`config.mk`:
```
export PLATFORM = sky130hd
export DESIGN_NAME = pipelined_control_unit_flat
export DESIGN_NICKNAME = d
export VERILOG_FILES = /design/src/rtl/pipelined_control_unit_pkg.sv /design/src/rtl/pipelined_control_unit_if.sv /design/src/rtl/pipelined_control_unit_decoder.sv /design/src/rtl/pipelined_control_unit.sv /design/src/flat_wrapper.sv
export SDC_FILE = /design/constraint.sdc
export NUM_CORES = 1
export LEC_CHECK = 0
export BUFFER_PORTS_ARGS = -buffer_cell sky130_fd_sc_hd__buf_2
export CORE_MARGIN = 1.5
export CORE_UTILIZATION = 47
export DETAILED_ROUTE_END_ITERATION = 6
export GPL_ROUTABILITY_DRIVEN = 1
export PLACE_DENSITY_LB_ADDON = 0.2
export SETUP_SLACK_MARGIN = 0.2
export SLEW_MARGIN = 25
export SYNTH_ARGS = -nofsm -noshare
export SYNTH_HDL_FRONTEND = slang
export SYNTH_SLANG_ARGS = --single-unit
```
`constraint.sdc`:
```
create_clock -name i_clk -period 1.8 [get_ports i_clk]
set_input_delay 0.36 -clock i_clk [delete_from_list [all_inputs] [get_ports i_clk]]
set_output_delay 0.36 -clock i_clk [all_outputs]
set_load 0.02 [all_outputs]
```
`src/rtl/pipelined_control_unit_pkg.sv`:
```
// Shared encodings and types for the pipelined MIPS control unit.
// Holds opcode/funct/ALU codes, the per-stage control bundles and the multiply sequencer state.
package cu_pkg;

   localparam int CTRL_ALU_W = 3;

   localparam logic [5:0] OP_RTYPE = 6'b000000;
   localparam logic [5:0] OP_LW    = 6'b100011;
   localparam logic [5:0] OP_SW    = 6'b101011;
   localparam logic [5:0] OP_BEQ   = 6'b000100;
   localparam logic [5:0] OP_BNE   = 6'b000101;
   localparam logic [5:0] OP_ADDI  = 6'b001000;
   localparam logic [5:0] OP_ORI   = 6'b001101;
   localparam logic [5:0] OP_SLTI  = 6'b001010;
   localparam logic [5:0] OP_J     = 6'b000010;

   localparam logic [5:0] FUNCT_ADD  = 6'b100000;
   localparam logic [5:0] FUNCT_SUB  = 6'b100010;
   localparam logic [5:0] FUNCT_AND  = 6'b100100;
   localparam logic [5:0] FUNCT_OR   = 6'b100101;
   localparam logic [5:0] FUNCT_NOR  = 6'b100111;
   localparam logic [5:0] FUNCT_SLT  = 6'b101010;
   localparam logic [5:0] FUNCT_MULT = 6'b011000;
   localparam logic [5:0] FUNCT_MFLO = 6'b010010;

   localparam logic [CTRL_ALU_W-1:0] ALU_AND = 3'b000;
   localparam logic [CTRL_ALU_W-1:0] ALU_OR  = 3'b001;
   localparam logic [CTRL_ALU_W-1:0] ALU_ADD = 3'b010;
   localparam logic [CTRL_ALU_W-1:0] ALU_NOR = 3'b100;
   localparam logic [CTRL_ALU_W-1:0] ALU_SUB = 3'b110;
   localparam logic [CTRL_ALU_W-1:0] ALU_SLT = 3'b111;

   typedef struct packed {
      logic                  RegWrite;
      logic                  MemtoReg;
      logic                  MemWrite;
      logic [CTRL_ALU_W-1:0] ALUControl;
      logic                  ALUSrc;
      logic                  RegDst;
      logic                  Mflo;
      logic                  MdStart;
   } ctrl_t;

   // Only the fields still consumed downstream survive past EX.
   typedef struct packed {
      logic RegWrite;
      logic MemtoReg;
      logic MemWrite;
   } memCtrl_t;

   typedef struct packed {
      logic RegWrite;
      logic MemtoReg;
   } wbCtrl_t;

   localparam ctrl_t CTRL_BUBBLE = '0;

   typedef enum logic {
      MD_IDLE = 1'b0,
      MD_BUSY = 1'b1
   } mdState_t;

endpackage

```
`src/rtl/pipelined_control_unit_if.sv`:
```
// Instruction-side inputs and stage control outputs of the pipelined control unit.
// The control unit binds the slave modport; the instruction/hazard side binds master.
interface pipelined_control_unit_if #(
   parameter int ALUCTRL_W = 3
);
   logic [5:0]           i_Op;
   logic [5:0]           i_funct;
   logic                 i_FlushE;
   logic                 o_RegWriteD;
   logic                 o_BranchD;
   logic                 o_BranchNeD;
   logic                 o_JumpD;
   logic                 o_IllegalD;
   logic [ALUCTRL_W-1:0] o_ALUControlE;
   logic                 o_ALUSrcE;
   logic                 o_RegDstE;
   logic                 o_MfloE;
   logic                 o_MemWriteM;
   logic                 o_MemtoRegM;
   logic                 o_RegWriteM;
   logic                 o_MemtoRegW;
   logic                 o_RegWriteW;
   logic                 o_MdBusy;
   logic                 o_MdDone;
   logic                 o_StallMd;

   modport master (
      output i_Op, i_funct, i_FlushE,
      input  o_RegWriteD, o_BranchD, o_BranchNeD, o_JumpD, o_IllegalD,
      input  o_ALUControlE, o_ALUSrcE, o_RegDstE, o_MfloE,
      input  o_MemWriteM, o_MemtoRegM, o_RegWriteM,
      input  o_MemtoRegW, o_RegWriteW,
      input  o_MdBusy, o_MdDone, o_StallMd
   );

   modport slave (
      input  i_Op, i_funct, i_FlushE,
      output o_RegWriteD, o_BranchD, o_BranchNeD, o_JumpD, o_IllegalD,
      output o_ALUControlE, o_ALUSrcE, o_RegDstE, o_MfloE,
      output o_MemWriteM, o_MemtoRegM, o_RegWriteM,
      output o_MemtoRegW, o_RegWriteW,
      output o_MdBusy, o_MdDone, o_StallMd
   );

endinterface

```
`src/rtl/pipelined_control_unit_decoder.sv`:
```
// Combinational ID-stage decoder: op/funct to control bundle, branch/jump flags and illegal flag.
// mult/mflo are only recognised when CU_MDU_EN is defined; otherwise they decode as illegal.
module cu_decoder
   import cu_pkg::*;
(
   input  logic [5:0] op,
   input  logic [5:0] funct,
   output ctrl_t      ctrl,
   output logic       branch,
   output logic       branchNe,
   output logic       jump,
   output logic       illegal
);

   // Every unknown op or funct leaves the bundle all-zero so it travels as a bubble.
   always_comb begin
      ctrl     = CTRL_BUBBLE;
      branch   = 1'b0;
      branchNe = 1'b0;
      jump     = 1'b0;
      illegal  = 1'b0;
      case (op)
         OP_RTYPE: begin
            case (funct)
               FUNCT_ADD: begin ctrl.RegWrite = 1'b1; ctrl.RegDst = 1'b1; ctrl.ALUControl = ALU_ADD; end
               FUNCT_SUB: begin ctrl.RegWrite = 1'b1; ctrl.RegDst = 1'b1; ctrl.ALUControl = ALU_SUB; end
               FUNCT_AND: begin ctrl.RegWrite = 1'b1; ctrl.RegDst = 1'b1; ctrl.ALUControl = ALU_AND; end
               FUNCT_OR:  begin ctrl.RegWrite = 1'b1; ctrl.RegDst = 1'b1; ctrl.ALUControl = ALU_OR;  end
               FUNCT_NOR: begin ctrl.RegWrite = 1'b1; ctrl.RegDst = 1'b1; ctrl.ALUControl = ALU_NOR; end
               FUNCT_SLT: begin ctrl.RegWrite = 1'b1; ctrl.RegDst = 1'b1; ctrl.ALUControl = ALU_SLT; end
`ifdef CU_MDU_EN
               FUNCT_MULT: ctrl.MdStart = 1'b1;
               FUNCT_MFLO: begin ctrl.RegWrite = 1'b1; ctrl.RegDst = 1'b1; ctrl.Mflo = 1'b1; end
`endif
               default: illegal = 1'b1;
            endcase
         end
         OP_LW: begin
            ctrl.RegWrite   = 1'b1;
            ctrl.ALUSrc     = 1'b1;
            ctrl.MemtoReg   = 1'b1;
            ctrl.ALUControl = ALU_ADD;
         end
         OP_SW: begin
            ctrl.MemWrite   = 1'b1;
            ctrl.ALUSrc     = 1'b1;
            ctrl.ALUControl = ALU_ADD;
         end
         OP_BEQ: begin
            branch          = 1'b1;
            ctrl.ALUControl = ALU_SUB;
         end
         OP_BNE: begin
            branchNe        = 1'b1;
            ctrl.ALUControl = ALU_SUB;
         end
         OP_ADDI: begin
            ctrl.RegWrite   = 1'b1;
            ctrl.ALUSrc     = 1'b1;
            ctrl.ALUControl = ALU_ADD;
         end
         OP_ORI: begin
            ctrl.RegWrite   = 1'b1;
            ctrl.ALUSrc     = 1'b1;
            ctrl.ALUControl = ALU_OR;
         end
         OP_SLTI: begin
            ctrl.RegWrite   = 1'b1;
            ctrl.ALUSrc     = 1'b1;
            ctrl.ALUControl = ALU_SLT;
         end
         OP_J:    jump    = 1'b1;
         default: illegal = 1'b1;
      endcase
   end

endmodule

```
`src/rtl/pipelined_control_unit.sv`:
```
// Pipelined MIPS control unit: ID decode, ID/EX, EX/MEM and MEM/WB control registers.
// Define CU_MDU_EN to build mult/mflo decoding and the multi-cycle multiply sequencer.
module pipelined_control_unit
   import cu_pkg::*;
#(
   parameter int ALUCTRL_W = 3,
   parameter int MDU_LAT   = 8,
   parameter int CNT_W     = 4
) (
   input logic                    i_clk,
   input logic                    i_rst,
   pipelined_control_unit_if.slave bus
);

   ctrl_t    idCtrl;
   ctrl_t    idEx;
   memCtrl_t exMem;
   wbCtrl_t  memWb;
   logic     branchD;
   logic     branchNeD;
   logic     jumpD;
   logic     illegalD;
   logic     stall;
   logic     bubble;

   cu_decoder decoder (
      .op       (bus.i_Op),
      .funct    (bus.i_funct),
      .ctrl     (idCtrl),
      .branch   (branchD),
      .branchNe (branchNeD),
      .jump     (jumpD),
      .illegal  (illegalD)
   );

   assign bubble = bus.i_FlushE || stall;

   // ID/EX takes a bubble whenever the hazard unit flushes or the multiplier holds ID.
   always_ff @(posedge i_clk) begin
      if (i_rst) begin
         idEx  <= CTRL_BUBBLE;
         exMem <= '0;
         memWb <= '0;
      end else begin
         idEx  <= bubble ? CTRL_BUBBLE : idCtrl;
         exMem <= '{RegWrite: idEx.RegWrite, MemtoReg: idEx.MemtoReg, MemWrite: idEx.MemWrite};
         memWb <= '{RegWrite: exMem.RegWrite, MemtoReg: exMem.MemtoReg};
      end
   end

   assign bus.o_RegWriteD   = idCtrl.RegWrite;
   assign bus.o_BranchD     = branchD;
   assign bus.o_BranchNeD   = branchNeD;
   assign bus.o_JumpD       = jumpD;
   assign bus.o_IllegalD    = illegalD;
   assign bus.o_ALUControlE = ALUCTRL_W'(idEx.ALUControl);
   assign bus.o_ALUSrcE     = idEx.ALUSrc;
   assign bus.o_RegDstE     = idEx.RegDst;
   assign bus.o_MemWriteM   = exMem.MemWrite;
   assign bus.o_MemtoRegM   = exMem.MemtoReg;
   assign bus.o_RegWriteM   = exMem.RegWrite;
   assign bus.o_MemtoRegW   = memWb.MemtoReg;
   assign bus.o_RegWriteW   = memWb.RegWrite;

`ifdef CU_MDU_EN
   localparam logic [CNT_W-1:0] CNT_LOAD = CNT_W'(MDU_LAT - 1);

   mdState_t         state;
   mdState_t         stateNext;
   logic [CNT_W-1:0] cnt;
   logic [CNT_W-1:0] cntNext;
   logic             mdStart;
   logic             mdDone;
   logic             idNeedsMdu;

   // A mult or mflo in ID waits until the running product is in its final cycle.
   assign idNeedsMdu = idCtrl.MdStart || idCtrl.Mflo;
   assign stall      = idNeedsMdu && (((state == MD_BUSY) && (cnt != '0)) || idEx.MdStart);
   assign mdStart    = idCtrl.MdStart && !bus.i_FlushE && !stall;

   always_ff @(posedge i_clk) begin
      if (i_rst) begin
         state <= MD_IDLE;
         cnt   <= '0;
      end else begin
         state <= stateNext;
         cnt   <= cntNext;
      end
   end

   // Sequencer starts on the edge that registers a real mult into EX; a mult
   // entering on the final cycle reloads the counter so BUSY runs on without a gap.
   always_comb begin
      stateNext = state;
      cntNext   = cnt;
      mdDone    = 1'b0;
      case (state)
         MD_IDLE: begin
            if (mdStart) begin
               stateNext = MD_BUSY;
               cntNext   = CNT_LOAD;
            end
         end
         MD_BUSY: begin
            if (cnt == '0) begin
               mdDone = 1'b1;
               if (mdStart) begin
                  cntNext = CNT_LOAD;
               end else begin
                  stateNext = MD_IDLE;
               end
            end else begin
               cntNext = cnt - 1'b1;
            end
         end
         default: stateNext = MD_IDLE;
      endcase
   end

   assign bus.o_MdBusy  = (state == MD_BUSY);
   assign bus.o_MdDone  = mdDone;
   assign bus.o_StallMd = stall;
   assign bus.o_MfloE   = idEx.Mflo;
`else
   localparam int unusedMduParams = MDU_LAT + CNT_W;

   logic unusedMduBits;

   assign unusedMduBits = idEx.Mflo ^ idEx.MdStart;
   assign stall         = 1'b0;
   assign bus.o_MdBusy  = 1'b0;
   assign bus.o_MdDone  = 1'b0;
   assign bus.o_StallMd = 1'b0;
   assign bus.o_MfloE   = 1'b0;
`endif

endmodule
```
`src/flat_wrapper.sv`:
```
// flat-port wrapper written by rule: the top's interface ports become plain ports
module pipelined_control_unit_flat import cu_pkg::*;
#(
   parameter int ALUCTRL_W = 3,
   parameter int MDU_LAT   = 8,
   parameter int CNT_W     = 4
)
  (i_clk, i_rst, bus_i_Op, bus_i_funct, bus_i_FlushE, bus_o_RegWriteD, bus_o_BranchD, bus_o_BranchNeD, bus_o_JumpD, bus_o_IllegalD, bus_o_ALUControlE, bus_o_ALUSrcE, bus_o_RegDstE, bus_o_MfloE, bus_o_MemWriteM, bus_o_MemtoRegM, bus_o_RegWriteM, bus_o_MemtoRegW, bus_o_RegWriteW, bus_o_MdBusy, bus_o_MdDone, bus_o_StallMd);
  pipelined_control_unit_if #(.ALUCTRL_W(ALUCTRL_W)) bus_i ();
  input logic i_clk;
  input logic i_rst;
  input wire logic [$bits(bus_i.i_Op)-1:0] bus_i_Op;
  input wire logic [$bits(bus_i.i_funct)-1:0] bus_i_funct;
  input wire logic [$bits(bus_i.i_FlushE)-1:0] bus_i_FlushE;
  output wire logic [$bits(bus_i.o_RegWriteD)-1:0] bus_o_RegWriteD;
  output wire logic [$bits(bus_i.o_BranchD)-1:0] bus_o_BranchD;
  output wire logic [$bits(bus_i.o_BranchNeD)-1:0] bus_o_BranchNeD;
  output wire logic [$bits(bus_i.o_JumpD)-1:0] bus_o_JumpD;
  output wire logic [$bits(bus_i.o_IllegalD)-1:0] bus_o_IllegalD;
  output wire logic [$bits(bus_i.o_ALUControlE)-1:0] bus_o_ALUControlE;
  output wire logic [$bits(bus_i.o_ALUSrcE)-1:0] bus_o_ALUSrcE;
  output wire logic [$bits(bus_i.o_RegDstE)-1:0] bus_o_RegDstE;
  output wire logic [$bits(bus_i.o_MfloE)-1:0] bus_o_MfloE;
  output wire logic [$bits(bus_i.o_MemWriteM)-1:0] bus_o_MemWriteM;
  output wire logic [$bits(bus_i.o_MemtoRegM)-1:0] bus_o_MemtoRegM;
  output wire logic [$bits(bus_i.o_RegWriteM)-1:0] bus_o_RegWriteM;
  output wire logic [$bits(bus_i.o_MemtoRegW)-1:0] bus_o_MemtoRegW;
  output wire logic [$bits(bus_i.o_RegWriteW)-1:0] bus_o_RegWriteW;
  output wire logic [$bits(bus_i.o_MdBusy)-1:0] bus_o_MdBusy;
  output wire logic [$bits(bus_i.o_MdDone)-1:0] bus_o_MdDone;
  output wire logic [$bits(bus_i.o_StallMd)-1:0] bus_o_StallMd;
  assign bus_i.i_Op = bus_i_Op;
  assign bus_i.i_funct = bus_i_funct;
  assign bus_i.i_FlushE = bus_i_FlushE;
  assign bus_o_RegWriteD = bus_i.o_RegWriteD;
  assign bus_o_BranchD = bus_i.o_BranchD;
  assign bus_o_BranchNeD = bus_i.o_BranchNeD;
  assign bus_o_JumpD = bus_i.o_JumpD;
  assign bus_o_IllegalD = bus_i.o_IllegalD;
  assign bus_o_ALUControlE = bus_i.o_ALUControlE;
  assign bus_o_ALUSrcE = bus_i.o_ALUSrcE;
  assign bus_o_RegDstE = bus_i.o_RegDstE;
  assign bus_o_MfloE = bus_i.o_MfloE;
  assign bus_o_MemWriteM = bus_i.o_MemWriteM;
  assign bus_o_MemtoRegM = bus_i.o_MemtoRegM;
  assign bus_o_RegWriteM = bus_i.o_RegWriteM;
  assign bus_o_MemtoRegW = bus_i.o_MemtoRegW;
  assign bus_o_RegWriteW = bus_i.o_RegWriteW;
  assign bus_o_MdBusy = bus_i.o_MdBusy;
  assign bus_o_MdDone = bus_i.o_MdDone;
  assign bus_o_StallMd = bus_i.o_StallMd;
  pipelined_control_unit #(.ALUCTRL_W(ALUCTRL_W), .MDU_LAT(MDU_LAT), .CNT_W(CNT_W)) u_core (.i_clk(i_clk), .i_rst(i_rst), .bus(bus_i));
endmodule
```
==> metrics.md <==
| Metric | Value |
|---|---|
| Final hold slack | `about 0.32 ns` |
| Initial core utilization | `0.521` |
| Clk pin slew, worst setup/hold paths | `approximately 0.070 ns` |
| Worst setup endpoint | `bus_o_IllegalD` |
| Post-route ant nets | `0` |
| Final #Nets | `roughly 130` |
| Routed wire per std cell | `roughly 12 µm` |
| Leak | `~0.45 nW` |
| Mean number of vias per cell | `5.18` |
| Commonest cells post-synth | `dfxtp_1, nor2_1, buf_4, nor2b_1, nor3_1` |
| Yosys warns | `0` |
| Post-Place Cells | `around 120` |
| Crit path max-delay family | `compound AO/OA/AOI/OAI gates` |
| WP data required | `about 1.4 ns` |
| Setup TNS | `0 ns` |
| Initial antenna violation count | `0` |
| Number of synthesized flops with an enable pin | `0` |
| Post-detail-place hpwl | `approximately 1.1 mm` |
| VDD IR-drop max | `between 300 and 400 µV` |
| Number of remaining DRC errors | `0` |
| CTS Hold Bufs | `0` |
| Reg-to-Reg End | `u_core.bus.o_RegWriteW` |
| RSZ-0062 raised after global routing | `true` |
| Layout cells sized above 1 | `0.457` |
| Io pins | `34` |
| Final global-route overflow total | `0` |
| Synth async-reset ratio | `0` |
| Die Y | `41.4 µm` |
| Synth top area cells | `dfxtp_1, buf_4, nor2_1` |
| Synth Cell Area | `roughly 690 µm²` |
| Clock latency at the later pin of the worst-skew pair | `0.27 ns` |
| Final Core Density | `0.723` |
| Post-synthesis register bit count | `13` |
| Filler cell count | `120` |
| Non-filler cells, final | `roughly 130` |
| Max-cap viol count | `0` |
| Fmax | `0.586 GHz` |
| Status | `finished clean` |
| Most common cell in the netlist | `dfxtp_1` |
| Tmin final | `1.71 ns` |
| Post-Syn Instances | `approximately 80` |
| CP Buf/Inv Count | `2` |
| Worst Path Max Fanout | `5` |
| FF-to-FF Start | `u_core.bus.o_RegWriteM` |
| CP max stage delay | `slightly above 0.3 ns` |
| Post-synthesis sequential area ratio | `0.375` |
| Die W | `between 40 and 50 µm` |
| WS Path Type | `in2out` |
| Final WL | `roughly 1.6 mm` |
| Critical path, cell by cell | `buf_8, and2b_1, a211oi_2, o21ai_4, and3_4, buf_6` |
| First-pass GRT wire length | `between 2 and 2.5 mm` |
| CP Launch Type | `primary input` |
| Iter 0 DRT Violations | `15` |
| Antenna cell count | `0` |
| FP Rows | `13` |
| Drt pass-1 iters | `4` |
| Min-delay worst type | `in2reg` |
| Clock Skew | `about 0.0042 ns` |
| CTS max path bufs | `2` |
| CTS H-tree lvls | `1` |
| CP Capture Type | `output pin` |
| Setup-failing EPs final | `0` |
| Area Growth Syn to Fin | `38.9%` |
| Routability-driven placement congestion ratio | `0.780` |
| Core area | `1330 µm²` |
| Clk root buf | `clkbuf_4` |
| Cell variety after synth | `34` |
| Period Utilization, post-route | `0.948` |
| Routed vias | `679` |
| Total power | `~570 µW` |
| Largest net degree at the start of global routing | `12` |
| Worst path depth | `6` |
| CP arrival | `~1.4 ns` |
| TritonCTS buffer count | `3` |
| Synth top area share | `0.375` |
| Synth Area per Inst | `8.47 µm²` |
| Number of buffers added on ports | `29` |
| Post-synth top area cell | `dfxtp_1` |
| Reg2reg path depth | `1` |
| CTS tree | `done` |
| Final Hold Fails | `0` |
| Die ar. | `1720 µm²` |
| Vias in the first global route | `560` |
| Total GRT Usage | `0.179` |
| R2R setup slack | `1.27 ns` |
| Power Density | `a little under 600 nW/µm²` |
| Final Max Tran Viols | `0` |
| CP Launch Point | `bus_i_funct[1]` |
| CP max stage cell | `a211oi_2` |
| Sink Count | `13` |
| Commonest register cell after synthesis | `dfxtp_1` |
[state kept, by name, indices dropped and copies added (netlist names)]
name                      count
u_core.bus.o_RegWriteW        1
u_core.bus.o_MemtoRegW        1
u_core.bus.o_MemWriteM        1
u_core.idEx                   3
u_core.bus.o_RegDstE          1
u_core.bus.o_MemtoRegM        1
u_core.bus.o_ALUSrcE          1
u_core.bus.o_RegWriteM        1
u_core.bus.o_ALUControlE      3
[cells by family after synthesis]
kind of cell,Yosys count,share of synthesized area
flops,13,0.375
compound gates,16,0.160
other cells,1,0.00540
simple gates,39,0.346
buf+inv,13,0.114
[how the worst min path moves through the flow]
stage	start	to	slack (ns)	cells past startpoint
after floorplan	u_core.idEx[7]	u_core.bus.o_MemWriteM	0.41	1
after global placement	u_core.idEx[9]	u_core.bus.o_RegWriteM	0.42	1
after detailed placement	u_core.idEx[9]	u_core.bus.o_RegWriteM	0.43	1
after CTS	i_rst	u_core.bus.o_RegWriteM	0.32	2
after global routing	i_rst	u_core.bus.o_MemWriteM	0.34	2
final	i_rst	u_core.bus.o_RegWriteM	0.32	2
[cell type report]
cell class | count | area [µm²] | share of cell area
tap | 15 | 18.8 | 0.0195
timing repair buffer | 37 | 241 | 0.250
sequential | 13 | 260 | 0.270
clock buffer | 4 | 26.3 | 0.0272
inverter | 3 | 11.3 | 0.0117
multi-input combinational | 59 | 407 | 0.422
[power by group]
part	leakage (nW)	internal, mW	switching (mW)
logic	0.331	0.0495	0.0647
clock network	0.0150	0.0858	0.0834
registers	0.105	0.289	0.000394
[routing by layer]
layer,track usage,routed length (µm),up-vias
met3,0.0261,111,2
li1,-,-,340
met1,0.208,678,307
met2,0.313,792,30
met4,0.0968,20,0
met5,0,0,-
[stage by stage]
stage / worst slack, ns / area (µm²)
after floorplan: 0.304 / 712
after global placement: 0.0747 / 823
after detailed placement: 0.0611 / 823
after CTS: 0.127 / 907
after global routing: 0.0629 / 965
final: 0.0933 / 965
[repair_timing]
| action | in CTS | in global routing |
|---|---|---|
| endpoints found under the setup margin | 2 | 4 |
| pin swaps | 4 | 4 |
| gates resized for setup | 8 | 9 |
| endpoints found under the hold margin | 0 | 0 |
| setup buffers | 3 | 3 |
[cell usage in the layout, fill, tap and decap left out, types with 3 or more instances in the layout]
cell       n
a21oi_1    3
buf_2     22
buf_4     10
buf_6      3
clkbuf_4   4
conb_1     4
dfxtp_1   13
nand2_1    4
nor2_1    10
nor2b_1    5
nor3_1     5
o21ai_1    3
Note: power is estimated with default switching activity, not from simulation.
